**src/rtl/lighting_scene_controller.sv**
```systemverilog
// Cabin lighting scene arbiter: picks emer > crew > auto and ramps light_level toward the target.
// Latency: ack one edge after req; STEP_CYCLES edges per brightness step.
// Backpressure: requests stay pending while RAMP runs (only emer preempts); en=0 freezes everything.
module lighting_scene_controller #(
    parameter int STEP_CYCLES = 5,
    parameter int STEP_SIZE   = 16
) (
    input  logic       clk,
    input  logic       reset,
    input  logic       en,
    input  logic       emer_req,
    input  logic       crew_req,
    input  logic       auto_req,
    input  logic [7:0] emer_target,
    input  logic [7:0] crew_target,
    input  logic [7:0] auto_target,
    output logic [2:0] ack,
    output logic [7:0] light_level,
    output logic [1:0] active_src,
    output logic       busy,
    output logic       done
);

    typedef enum logic {IDLE, RAMP} state_t;

    localparam logic [3:0] LAST_TICK = 4'(STEP_CYCLES - 1);
    localparam logic [7:0] STEP      = 8'(STEP_SIZE);

    state_t     state;
    logic [3:0] timer;
    logic [7:0] target;

    logic       req_vld;
    logic [1:0] req_src;
    logic [7:0] req_dat;
    logic [2:0] req_ack;
    logic       going_up;
    logic [7:0] diff;
    logic [7:0] step_amt;
    logic [7:0] next_level;

    always_comb begin
        req_vld = emer_req | crew_req | auto_req;
        req_src = 2'd0;
        req_dat = 8'd0;
        req_ack = 3'b000;
        if (emer_req) begin
            req_src = 2'd3;
            req_dat = emer_target;
            req_ack = 3'b100;
        end else if (crew_req) begin
            req_src = 2'd2;
            req_dat = crew_target;
            req_ack = 3'b010;
        end else if (auto_req) begin
            req_src = 2'd1;
            req_dat = auto_target;
            req_ack = 3'b001;
        end

        // Clamp the step to the remaining distance so the level can neither wrap nor overshoot.
        going_up   = (target >= light_level);
        diff       = going_up ? (target - light_level) : (light_level - target);
        step_amt   = (diff < STEP) ? diff : STEP;
        next_level = going_up ? (light_level + step_amt) : (light_level - step_amt);
    end

    assign busy = (state == RAMP);

    always_ff @(posedge clk) begin
        if (reset) begin
            state       <= IDLE;
            timer       <= 4'd0;
            target      <= 8'd0;
            light_level <= 8'd0;
            active_src  <= 2'd0;
            ack         <= 3'b000;
            done        <= 1'b0;
        end else begin
            ack  <= 3'b000;
            done <= 1'b0;
            if (en) begin
                case (state)
                    IDLE: begin
                        if (req_vld) begin
                            ack    <= req_ack;
                            target <= req_dat;
                            timer  <= 4'd0;
                            if (req_dat == light_level) begin
                                done       <= 1'b1;
                                active_src <= 2'd0;
                            end else begin
                                active_src <= req_src;
                                state      <= RAMP;
                            end
                        end
                    end
                    RAMP: begin
                        if (emer_req && active_src != 2'd3) begin
                            // Preemption keeps the current level and restarts the step interval.
                            ack        <= 3'b100;
                            target     <= emer_target;
                            active_src <= 2'd3;
                            timer      <= 4'd0;
                        end else if (timer == LAST_TICK) begin
                            timer       <= 4'd0;
                            light_level <= next_level;
                            if (next_level == target) begin
                                done       <= 1'b1;
                                active_src <= 2'd0;
                                state      <= IDLE;
                            end
                        end else begin
                            timer <= timer + 4'd1;
                        end
                    end
                    default: state <= IDLE;
                endcase
            end
        end
    end

endmodule

```
**config.mk**
```make
export PLATFORM = sky130hd
export DESIGN_NAME = lighting_scene_controller
export DESIGN_NICKNAME = d
export VERILOG_FILES = /design/src/rtl/lighting_scene_controller.sv
export SDC_FILE = /design/constraint.sdc
export NUM_CORES = 1
export LEC_CHECK = 0
export BUFFER_PORTS_ARGS = -buffer_cell sky130_fd_sc_hd__buf_2
export CAP_MARGIN = 20
export CELL_PAD_IN_SITES_DETAIL_PLACEMENT = 1
export CELL_PAD_IN_SITES_GLOBAL_PLACEMENT = 1
export CORE_MARGIN = 2
export CORE_UTILIZATION = 36
export CTS_BUF_LIST = sky130_fd_sc_hd__clkbuf_16
export DETAILED_ROUTE_END_ITERATION = 7
export PLACE_DENSITY_LB_ADDON = 0.05
export SLEW_MARGIN = 20
export SYNTH_ARGS = -nofsm -noshare
export SYNTH_HDL_FRONTEND = slang
export SYNTH_SLANG_ARGS = --single-unit
export TNS_END_PERCENT = 20
```
**constraint.sdc**
```tcl
create_clock -name clk -period 5.1 [get_ports clk]
set_input_delay 0.765 -clock clk [delete_from_list [all_inputs] [get_ports clk]]
set_output_delay 0.765 -clock clk [all_outputs]
set_load 0.02 [all_outputs]
```
==> impl_metrics.ini, run 1 <==
[global_routing]
grt_pass1_wl_um = 13900
grt_overflow = 0
grt_max_degree = 28
grt_pass1_vias = 2746
antenna_found_initial = 0
grt.total_usage_pct = 20.8

[clocking]
insertion_delay_ns = 0.27
max-clock-path-buffers = 2
holdBufCountCts = 0
path_clk_slew_ns = 0.07
cts_tree = built
numCtsBuffers = 3
root_buffer = clkbuf_16
htree_num_levels = 1
cts.sinks = 27

[cells_and_area]
fin_area_um2 = 3500
nets = 478
n_antenna_cell = 0
layout_common_cells = buf_2, inv_1, nand2_1
utilization_pct = 47.7
final_common_cell = buf_2
layout-drive-gt1-share_pct = 28.7
syn_to_final_growth_pct = 26.8
fin_cells = 517

[yosys]
yosysTopAreaCell = dfxtp_1
synth_cell_types = 62
yosys_warnings = 0
synth_seq_area_share_pct = 19.6
synthFlopType = dfxtp_1
synth_edf_count = 0
synth.cell_area_um2 = 2760
synthesis.nets = 414
yosysTopAreaCellShare_pct = 19.6
synthArstFlopShare_pct = 0
synthTopCellsByArea = dfxtp_1, ha_1, xnor2_1, mux2i_1, nand2_1
avgSynthCellArea_um2 = 7.77
syn_inst = 355
ys_seq_elements = 27

[timing]
period_share_pct = 101
max-slew-margin-rel_pct = 46.1
holdWs_ns = 0.510
finalHoldViolations = 0
rsz0062_at_grt = yes
setup_viol = 1
layout_min_cycle_time_ns = 5.15
worstMarginPinSlew_ns = 0.798
fmax_mhz = 194
finalMaxSlewViolations = 0
setup_ws_ns = -0.0504
finalClockSkew_ns = 0.00641

[min_path]
holdPathEnd = timer[1]
hold_class = reg2reg
min-delay-start = timer[1]
hold_path_depth = 2

[power]
total_power_w = 0.000833
peakVddDrop_mv = 0.117
p_leak_nw = 1.56
power_density_nw_per_um2 = 238

[placement]
placed_area_um2 = 3220
dp_cells = 507
place.detailed.hpwl_um = 6850
gp_congestion = 0.879
port_buffers = 44

[floorplanning]
initial_core_util_pct = 37.6
die_w_um = 91.5
rows = 31
die_area_um2 = 8380
core_um2 = 7330
ios = 45
die_h_um = 91.5

[routing]
wl_per_cell_um = 16.9
vias = 2742
drtIter0Drc = 89
first_pass_iters = 4
drc = 0
wl_um = 8720
postRouteAntennaNets = 0
viasPerCell = 5.30

[outcome]
violations = setup timing
outcome = finished, violations left

[setup_path]
critPathArrivalTime_ns = 5.28
endpoint_kind = flop
cp-start-kind = flop
crit_required_ns = 5.23
reg2reg_to = active_src[1]
timing.rr.start = target[0]
reg2regPathDepth = 26
critical_path.max_fanout = 4
crit_type = reg2reg
rrSetupSlack_ns = -0.05

[job]
maxCapViolCount = 0
## per-stage QoR
stage | worst slack (ns) | setup TNS (ns)
finish | -0.0504 | -0.0504
floorplan | 0.0712 | 0
CTS | 0.00868 | 0
global placement | -0.0221 | -0.0394
detailed placement | -0.142 | -0.282
global route | -0.301 | -0.830
## flip-flops by register name, indices dropped and copies added, names as in the netlist
register	count
ack	3
active_src	2
busy	1
done	1
light_level	8
target	8
timer	4
## kinds of logic after synthesis
| kind of cell | count (synthesis) | synth area share, % |
|---|---|---|
| AOI/OAI and AO/OA | 92 | 23.2 |
| xor gates and xnor gates | 32 | 10.4 |
| adders and majority gates | 29 | 14.0 |
| buffers and inverters | 49 | 7.26 |
| DFF | 27 | 19.6 |
| muxes | 15 | 5.62 |
| and+or+nand+nor | 111 | 19.9 |
## power by group
part	switching, W	internal, W
Sequential	0.00000933	0.000219
Combinational	0.000228	0.000191
Clock	0.0000792	0.000105
## cell usage after synthesis (all sizes together), types with 2 or more instances
cell and n:
and2 3, o31ai 4, nand3 6, o21a 3
xnor2 23, a211oi 2, clkbuf 8, o31a 2
buf 7, ha 26, nor2b 5, a22oi 9
inv 34, a311oi 2, a21oi 26, nor3 10
nor2 30, fa 3, xor2 9, nand2b 6
o211ai 11, a21o 6, a21boi 3, mux2i 14
nand4 5, o41ai 2, o21ai 13, dfxtp 27
or3 3, nor3b 3, nand2 34, and3 2
## worst max path at each step
stage	startpoint	to	slack (ns)	cells after the start
3_3_place_gp	target[0]	active_src[0]	-0.02	24
5_1_grt	target[0]	active_src[1]	-0.30	26
4_1_cts	target[0]	active_src[1]	0.009	24
3_5_place_dp	target[0]	active_src[0]	-0.14	24
2_1_floorplan	light_level[0]	active_src[0]	0.07	23
6_report	target[0]	active_src[1]	-0.05	26
## layout make-up
cell class / instances / area (µm²)
Tap cell: 99 / 124
Fill cell: 926 / 3830
Sequential cell: 27 / 544
Multi-Input combinational cell: 279 / 2180
Clock buffer: 3 / 75.1
Timing Repair Buffer: 74 / 445
Inverter: 34 / 130
Clock inverter: 1 / 3.75
## per-layer routing
layer,track usage (%),wire length [µm]
met1,27.3,4060
met4,4.67,148
met3,1.58,218
met2,36.8,4300
met5,0,0
## repair_timing
item                                    CTS  global route
hold endpoints to repair                  0             0
buffers inserted                          3             3
pin swaps                                 3            16
endpoints found under the setup margin    4             4
gates resized for setup                   8            28
## critical path, cell delays in order, from the launching register on
cell,delay [ns]
dfxtp_2,0.34
inv_2,0.06
ha_4,0.14
inv_4,0.03
fa_2,0.38
nand3_2,0.10
nand2_2,0.06
and2_4,0.17
o21a_1,0.17
nor2_2,0.16
xnor2_2,0.11
o31ai_2,0.23
nand2_1,0.13
or2_4,0.25
ha_4,0.26
nand2_2,0.04
o21a_1,0.14
fa_1,0.44
nor2b_1,0.19
o21ai_1,0.09
nand2b_1,0.14
a21o_1,0.19
a211oi_1,0.08
nand4bb_1,0.24
or4_4,0.58
o21ai_2,0.20
o31ai_2,0.09
Power figures use the tool's default switching activity.
==> inputs of run 2 (changes only) <==
--- a/config.mk
+++ b/config.mk
@@ -7,13 +7,15 @@
 export LEC_CHECK = 0
 export BUFFER_PORTS_ARGS = -buffer_cell sky130_fd_sc_hd__buf_2
 export CAP_MARGIN = 20
-export CELL_PAD_IN_SITES_DETAIL_PLACEMENT = 1
-export CELL_PAD_IN_SITES_GLOBAL_PLACEMENT = 1
+export CELL_PAD_IN_SITES_DETAIL_PLACEMENT = 0
+export CELL_PAD_IN_SITES_GLOBAL_PLACEMENT = 2
 export CORE_MARGIN = 2
-export CORE_UTILIZATION = 36
+export CORE_UTILIZATION = 30
 export CTS_BUF_LIST = sky130_fd_sc_hd__clkbuf_16
+export CTS_CLUSTER_DIAMETER = 100
 export DETAILED_ROUTE_END_ITERATION = 7
 export PLACE_DENSITY_LB_ADDON = 0.05
+export SKIP_CTS_REPAIR_TIMING = 1
 export SLEW_MARGIN = 20
 export SYNTH_ARGS = -nofsm -noshare
 export SYNTH_HDL_FRONTEND = slang
==> impl_metrics.ini, run 2 (synthesis gave the netlist of run 1 again) <==
[outcome]
outcome = complete, no violations

[floorplanning]
rows = 34
core_um2 = 8810
die_h_um = 99.9
die_w_um = 99.9
ios = 45
die_area_um2 = 9980
initial_core_util_pct = 31.3

[timing]
layout_min_cycle_time_ns = 4.83
rsz0062_at_grt = no
setup_ws_ns = 0.272
fmax_mhz = 207
finalHoldViolations = 0
holdWs_ns = 0.503
setup_viol = 0
finalClockSkew_ns = 0.00812
worstMarginPinSlew_ns = 0.921
finalMaxSlewViolations = 0
period_share_pct = 94.7
max-slew-margin-rel_pct = 37.8

[clocking]
htree_num_levels = 1
root_buffer = clkbuf_16
cts.sinks = 27
insertion_delay_ns = 0.27
path_clk_slew_ns = 0.08
max-clock-path-buffers = 2
numCtsBuffers = 3
cts_tree = built

[setup_path]
cp-start-kind = flop
critPathSlowestCell = or4_4
worst-path-stages = 26
crit_type = reg2reg
crit_required_ns = 5.24
endpoint_kind = flop
crit_buf_inv = 2
critical_path.max_fanout = 3
rrSetupSlack_ns = 0.27
timing.rr.start = target[0]
crit_family = simple AND/OR/NAND/NOR gates
reg2reg_to = active_src[1]
reg2regPathDepth = 26
critPathArrivalTime_ns = 4.97
cpPeakStageDelay_ns = 0.58
crit_path_frequent_cell = xnor2_1

[global_routing]
grt_pass1_wl_um = 13900
grt_pass1_vias = 2648
grt_overflow = 0
antenna_found_initial = 0
grt.total_usage_pct = 17.6
grt_max_degree = 28

[cells_and_area]
utilization_pct = 40.4
largest_registers = light_level x8, target x8, timer x4
nets = 485
layout_common_cells = buf_2, buf_4, nand2_1
syn_to_final_growth_pct = 28.8
final_common_cell = buf_2
n_antenna_cell = 0
final-seq-area_um2 = 544
layout-drive-gt1-share_pct = 29.9
multi_input_area_um2 = 2170
fin_cells = 533
fin_area_um2 = 3550
fillCellCount = 947

[routing]
wl_met3_um = 223
drtIter0Drc = 79
viasPerCell = 5.04
drc = 0
vias = 2688
wl_per_cell_um = 16.1
met2WireLength_um = 4210
wl_um = 8590
postRouteAntennaNets = 0
first_pass_iters = 4
drt-met1-wl_um = 4060
highest_layer = met4

[min_path]
hold_class = reg2reg
min-delay-start = target[4]
hold_path_depth = 2
holdPathEnd = target[4]

[placement]
gp_congestion = 0.782
place.detailed.hpwl_um = 6900
port_buffers = 44
placed_area_um2 = 3260
dp_slack_ns = -0.0977
dp_cells = 520

[power]
p_clk_share_pct = 22.8
power.internal_w = 0.000520
p_sw_share_pct = 37.4
p_leak_nw = 1.58
power_density_nw_per_um2 = 234
switching_power_w = 0.000310
peakVddDrop_mv = 0.131
p_seq_share_pct = 27.4
pwr-share-comb_pct = 49.7

[job]
maxCapViolCount = 0
## run 2: worst reg2reg max path, cell delays in order, from the launching register on
cell	delay [ns]
dfxtp_2	0.33
inv_2	0.06
ha_4	0.13
inv_2	0.04
fa_2	0.37
nand3_2	0.10
nand2_2	0.06
and2_4	0.16
o21a_1	0.16
nor2_1	0.12
xnor2_1	0.10
o31ai_2	0.27
nand2_1	0.11
or2_4	0.26
ha_4	0.17
nor2_4	0.09
xnor2_1	0.07
ha_1	0.38
nor2b_1	0.17
o21ai_1	0.12
nand2b_1	0.12
xor2_2	0.17
xnor2_1	0.13
nand4bb_1	0.23
or4_4	0.58
o21ai_2	0.14
o31ai_1	0.07
## run 2: metrics by stage
stage	total power (W)	setup TNS, ns
after floorplan	0.000483	0
after global placement	0.000602	-0.171
after detailed placement	0.000599	-0.193
after CTS	0.000790	-0.301
after global routing	0.000893	0
final	0.000831	0
## run 2: worst max-delay path by stage
stage                              start       endpoint  slack (ns)
after floorplan           light_level[0]  active_src[0]        0.07
after global placement    light_level[0]  active_src[1]       -0.09
after detailed placement  light_level[0]  active_src[1]        -0.1
after CTS                 light_level[0]  active_src[0]       -0.15
after global routing           target[0]  active_src[1]       0.001
final                          target[0]  active_src[1]        0.27
## run 2: routing by layer
layer  up-vias  GRT usage, %
met3         9          1.81
met4         0          3.79
li1       1376             -
met1      1265          23.4
met5         -             0
met2        38          31.0
## run 2: power groups by stage
stage	registers, W	logic [W]	clock network [W]
6_report	0.000228	0.000413	0.000189
4_1_cts	0.000227	0.000370	0.000193
3_5_place_dp	0.000232	0.000367	0
5_1_grt	0.000229	0.000457	0.000207
3_3_place_gp	0.000232	0.000370	0
2_1_floorplan	0.000233	0.000249	0
## run 2: final cells by class
type	instances	share of cell area (%)
Tap cell	108	3.80
Timing Repair Buffer	81	14.0
Clock inverter	1	0.141
Inverter	34	3.59
Sequential cell	27	15.3
Clock buffer	3	2.11
Multi-Input combinational cell	279	61.0
